[src/rtl/id_ex_stage.sv]
// ID/EX pipeline register: operand capture, EX/MEM + MEM/WB forwarding, load-use bubbles.
// Optional bubble counter port enabled by defining ID_EX_BUBBLE_CNT_EN.
module id_ex_stage #(
  parameter int DATA_W     = 32,
  parameter int REG_ADDR_W = 5,
  parameter int CNT_W      = 16
) (
  input  logic                  clk,
  input  logic                  reset,
  input  logic                  id_valid,
  input  logic [REG_ADDR_W-1:0] id_rs1,
  input  logic [REG_ADDR_W-1:0] id_rs2,
  input  logic [REG_ADDR_W-1:0] id_rd,
  input  logic [DATA_W-1:0]     id_rs1_data,
  input  logic [DATA_W-1:0]     id_rs2_data,
  input  logic [DATA_W-1:0]     id_imm,
  input  logic                  id_alu_src,
  input  logic [2:0]            id_alu_control,
  input  logic                  id_reg_write,
  input  logic                  id_mem_read,
  input  logic                  id_mem_write,
  input  logic                  stall,
  input  logic                  flush,
  input  logic                  exmem_reg_write,
  input  logic [REG_ADDR_W-1:0] exmem_rd,
  input  logic [DATA_W-1:0]     exmem_result,
  input  logic                  memwb_reg_write,
  input  logic [REG_ADDR_W-1:0] memwb_rd,
  input  logic [DATA_W-1:0]     memwb_data,
  output logic                  ex_valid,
  output logic [DATA_W-1:0]     alu_a,
  output logic [DATA_W-1:0]     alu_b,
  output logic [2:0]            alu_control,
  output logic [REG_ADDR_W-1:0] ex_rd,
  output logic                  ex_reg_write,
  output logic                  ex_mem_read,
  output logic                  ex_mem_write,
  output logic [DATA_W-1:0]     ex_store_data,
  output logic                  load_use_hazard
`ifdef ID_EX_BUBBLE_CNT_EN
  ,
  output logic [CNT_W-1:0]      bubble_count
`endif
);

  if (CNT_W < 1) begin : g_cnt_w_chk
    $error("CNT_W must be at least 1");
  end

  typedef struct packed {
    logic                  valid;
    logic [REG_ADDR_W-1:0] rs1;
    logic [REG_ADDR_W-1:0] rs2;
    logic [REG_ADDR_W-1:0] rd;
    logic [DATA_W-1:0]     rs1_data;
    logic [DATA_W-1:0]     rs2_data;
    logic [DATA_W-1:0]     imm;
    logic                  alu_src;
    logic [2:0]            alu_control;
    logic                  reg_write;
    logic                  mem_read;
    logic                  mem_write;
  } id_ex_t;

  id_ex_t id_pkt;
  id_ex_t ex_q;
  id_ex_t ex_d;

  assign id_pkt = '{
    valid:       id_valid,
    rs1:         id_rs1,
    rs2:         id_rs2,
    rd:          id_rd,
    rs1_data:    id_rs1_data,
    rs2_data:    id_rs2_data,
    imm:         id_imm,
    alu_src:     id_alu_src,
    alu_control: id_alu_control,
    reg_write:   id_reg_write,
    mem_read:    id_mem_read,
    mem_write:   id_mem_write
  };

  assign load_use_hazard = ex_q.valid & ex_q.mem_read
                         & (ex_q.rd != '0) & id_valid
                         & ((ex_q.rd == id_rs1) | (ex_q.rd == id_rs2));

  // Flush beats stall; a stalled hazard is simply held and re-checked.
  always_comb begin
    ex_d = ex_q;
    priority case (1'b1)
      flush:           ex_d = '0;
      stall:           ex_d = ex_q;
      load_use_hazard: ex_d = '0;
      default:         ex_d = id_pkt;
    endcase
  end

  always_ff @(posedge clk or posedge reset) begin
    if (reset) ex_q <= '0;
    else       ex_q <= ex_d;
  end

  logic hit_em_a;
  logic hit_wb_a;
  logic hit_em_b;
  logic hit_wb_b;
  logic [DATA_W-1:0] fwd_a;
  logic [DATA_W-1:0] fwd_b;

  assign hit_em_a = exmem_reg_write & (exmem_rd != '0)
                  & (exmem_rd == ex_q.rs1);
  assign hit_wb_a = memwb_reg_write & (memwb_rd != '0)
                  & (memwb_rd == ex_q.rs1);
  assign hit_em_b = exmem_reg_write & (exmem_rd != '0)
                  & (exmem_rd == ex_q.rs2);
  assign hit_wb_b = memwb_reg_write & (memwb_rd != '0)
                  & (memwb_rd == ex_q.rs2);

  // EX/MEM is the younger result, so it wins over MEM/WB.
  assign fwd_a = hit_em_a ? exmem_result
               : hit_wb_a ? memwb_data
               : ex_q.rs1_data;
  assign fwd_b = hit_em_b ? exmem_result
               : hit_wb_b ? memwb_data
               : ex_q.rs2_data;

  assign ex_valid      = ex_q.valid;
  assign alu_a         = fwd_a;
  assign alu_b         = ex_q.alu_src ? ex_q.imm : fwd_b;
  assign ex_store_data = fwd_b;
  assign alu_control   = ex_q.alu_control;
  assign ex_rd         = ex_q.rd;
  assign ex_reg_write  = ex_q.valid & ex_q.reg_write;
  assign ex_mem_read   = ex_q.valid & ex_q.mem_read;
  assign ex_mem_write  = ex_q.valid & ex_q.mem_write;

`ifdef ID_EX_BUBBLE_CNT_EN
  logic bump;

  assign bump = flush | (~stall & load_use_hazard);

  always_ff @(posedge clk or posedge reset) begin
    if (reset)
      bubble_count <= '0;
    else if (bump && !(&bubble_count))
      bubble_count <= bubble_count + 1'b1;
  end
`endif

endmodule

[config.mk]
export PLATFORM = sky130hd
export DESIGN_NAME = id_ex_stage
export DESIGN_NICKNAME = d
export VERILOG_FILES = /design/src/rtl/id_ex_stage.sv
export SDC_FILE = /design/constraint.sdc
export NUM_CORES = 1
export LEC_CHECK = 0
export ABC_AREA = 1
export CORE_MARGIN = 1.5
export CORE_UTILIZATION = 49
export DETAILED_ROUTE_END_ITERATION = 8
export PLACE_DENSITY = 0.95
export SYNTH_ARGS = -nofsm -noshare
export SYNTH_HDL_FRONTEND = slang
export SYNTH_SLANG_ARGS = --single-unit
export TNS_END_PERCENT = 5
[constraint.sdc]
create_clock -name clk -period 9 [get_ports clk]
set_input_delay 1.35 -clock clk [delete_from_list [all_inputs] [get_ports clk]]
set_output_delay 1.35 -clock clk [all_outputs]
set_load 0.05 [all_outputs]
==> impl_metrics.py <==
metrics = {
    "sta": {
        "final_max_slew_viol_count": 0,
        "fin_tns_setup_ns": 0,
        "final.min_clock_period_ns": 6.47,
        "max_freq_mhz": 155,
        "setup_violations": 0,
        "rsz0062_at_grt": "no",
        "skew_ns": 0.0124,
        "worstMarginPinSlew_ns": 1.10,
        "finalCritPeriodShare": 0.719,
        "finalHoldViolCount": 0,
        "finalWorstSetupSlack_ns": 2.53,
        "slew_headroom": 0.268,
    },
    "critical_path": {
        "worstSetupEndpointType": "output port",
        "path_max_fanout": 33,
        "rrSetupSlack_ns": 6.20,
        "start_kind": "input port",
        "worstSetupPathType": "in2out",
        "arrival_ns": 5.12,
        "cp.required_ns": 7.65,
    },
    "synthesis": {
        "synthArstFlopShare": 1.00,
        "synth_top_cell_area_share": 0.369,
        "yosys_warnings": 0,
        "ys_seq_elements": 119,
        "synth_fp_nets": 1330,
        "synth_edf_count": 0,
        "syn_inst": 1131,
        "yosysTopAreaCell": "dfrtp_1",
        "dominantRegCellSynth": "dfrtp_1",
        "synth_common_cells": "381 x nand2_1, 213 x nand3_1, 119 x dfrtp_1",
        "avgSynthCellArea_um2": 7.13,
        "ys_seq_area_frac": 0.369,
        "netlist_area_um2": 8060,
        "synth.top_cells.by_area": "dfrtp_1 37%, nand2_1 18%, nand3_1 13%",
        "yosysMostFrequentCell": "nand2_1",
        "synth.distinct_cells": 27,
    },
    "placement": {
        "pre_cts_ws_ns": 2.65,
        "globalplace.congestion": 0.951,
        "place_hpwl_mm": 20.7,
        "io_buffers": 307,
    },
    "global_routing": {
        "grt.overflow.total": 0,
        "grt_max_degree": 73,
        "grt_usage": 0.346,
        "grt_first_pass_wirelength_mm": 47.3,
        "first_global_vias": 8951,
        "antenna_found_initial": 2,
    },
    "die": {
        "fp.dieW_um": 131,
        "start_util": 0.504,
        "core-area_um2": 16000,
        "dieArea_um2": 17200,
        "boundaryPins": 308,
        "die_h_um": 131,
        "rows": 46,
    },
    "final_layout": {
        "final_util": 0.725,
        "fillers": 1267,
        "drive_gt1_frac": 0.0927,
        "layout.nets": 1578,
        "syn2layout_area_growth_pct": 43.9,
    },
    "cts": {
        "cts.path.max_buffers": 2,
        "htreeDepth": 4,
        "hold_buffers": 0,
        "clk_pin_slew_worst_paths_ns": 0.05,
        "post_cts_buffers": 0,
        "cts_tree": "done",
        "clk_latency_ns": 0.42,
        "cts-root-buf": "clkbuf_16",
        "clock_sinks": 119,
        "ctsResizeCount": 0,
        "numCtsBuffers": 17,
    },
    "route": {
        "drcViolationCount": 0,
        "wl_mm": 30.2,
        "dr.first_iter.drc_count": 951,
        "vias": 8935,
        "drtPass1Iterations": 5,
        "avgRoutedWirePerCell_um": 18.7,
        "ant_nets": 0,
        "vias_per_cell": 5.55,
    },
    "flow_run": {
        "maxCapViolCount": 0,
    },
    "outcome": {
        "status": "finished, final reports clean",
    },
    "worst_hold_path": {
        "min_path_type": "reg2reg",
    },
    "power": {
        "power_density_nw_per_um2": 151,
        "ir_drop_v": 0.000140,
        "power.leakage_uw": 0.00572,
    },
}
## final timing paths
kind	startpoint	endpoint	cells past startpoint
min in group asynchronous	reset	ex_rd[2]	2
min reg2reg	ex_q[30]	ex_q[30]	2
max reg2reg	ex_rd[2]	ex_q[20]	8
min	ex_q[30]	ex_q[30]	2
max in group asynchronous	reset	ex_q[18]	3
max	memwb_rd[1]	alu_b[14]	12
## critical path, stage by stage
cell	delay, ns
clkdlybuf4s50_1	0.48
inv_1	0.12
nand2_1	0.06
nand2_1	0.06
nand2_1	0.08
nor2_4	0.67
nand3_2	0.93
nand2_1	0.28
nand3_1	0.14
nand3_1	0.10
nand2_1	0.09
clkdlybuf4s50_1	0.72
## cell families after synthesis
family                 share of synthesized area
flip-flops                                 0.369
buffers and inverters                      0.114
AND/OR/NAND/NOR                            0.464
XOR/XNOR                                  0.0304
AO/OA/AOI/OAI                             0.0222
## final cells by class
type,count,area [um2],area share
flip-flops and latches,119,2980,0.257
clock buffers,18,429,0.0370
repair buffers,319,3160,0.273
inverters,108,408,0.0352
diodes,2,5.00,0.000432
well taps,216,270,0.0233
clock inverters,14,129,0.0111
multi-input cells,814,4210,0.363
## stage by stage
step | cell area [um2] | instances | hold WS [ns] | power, uW
global placement | 11000 | 1576 | 0.461 | 1110
global route | 11600 | 1610 | 0.493 | 1820
detailed placement | 11000 | 1576 | 0.465 | 1110
floorplan | 8060 | 1131 | 0.449 | 888
CTS | 11600 | 1608 | 0.481 | 1760
finish | 11600 | 1610 | 0.479 | 1760
## cell usage in the layout (no fill, tap or decap), types with 2 or more instances in the layout
master,count
clkbuf_16,17
nand4_1,32
o21ai_1,26
nor3_4,2
clkdlybuf4s50_1,307
and2_1,32
xnor2_1,12
dfrtp_1,119
clkinv_4,6
nor2_4,6
nor2_1,8
clkinvlp_4,3
nand3_2,72
xor2_1,16
o21ai_0,7
inv_1,106
diode_2,2
clkinv_2,3
buf_4,12
nand3_1,213
nand2_1,380
## metal layers
| metal | vias up | wire (um) | part of all wire | track usage |
|---|---|---|---|---|
| met1 | 4185 | 11500 | 0.38 | 0.418 |
| met2 | 516 | 14300 | 0.48 | 0.564 |
| met4 | 0 | 1360 | 0.045 | 0.167 |
| met5 | - | 0 | 0 | 0 |
| li1 | 4116 | - | - | - |
| met3 | 118 | 2950 | 0.098 | 0.108 |
## state kept, by name (all words and copies together), names as in the netlist
signal       cells
ex_valid         1
ex_q           110
alu_control      3
ex_rd            5
## where the power goes
part	internal (uW)	leakage [uW]	switching, uW	total, uW
Sequential	565	0.00158	21.1	586
Combinational	198	0.00387	326	524
Clock	380	0.000266	264	645
Note: power is estimated with default switching activity, not from simulation.
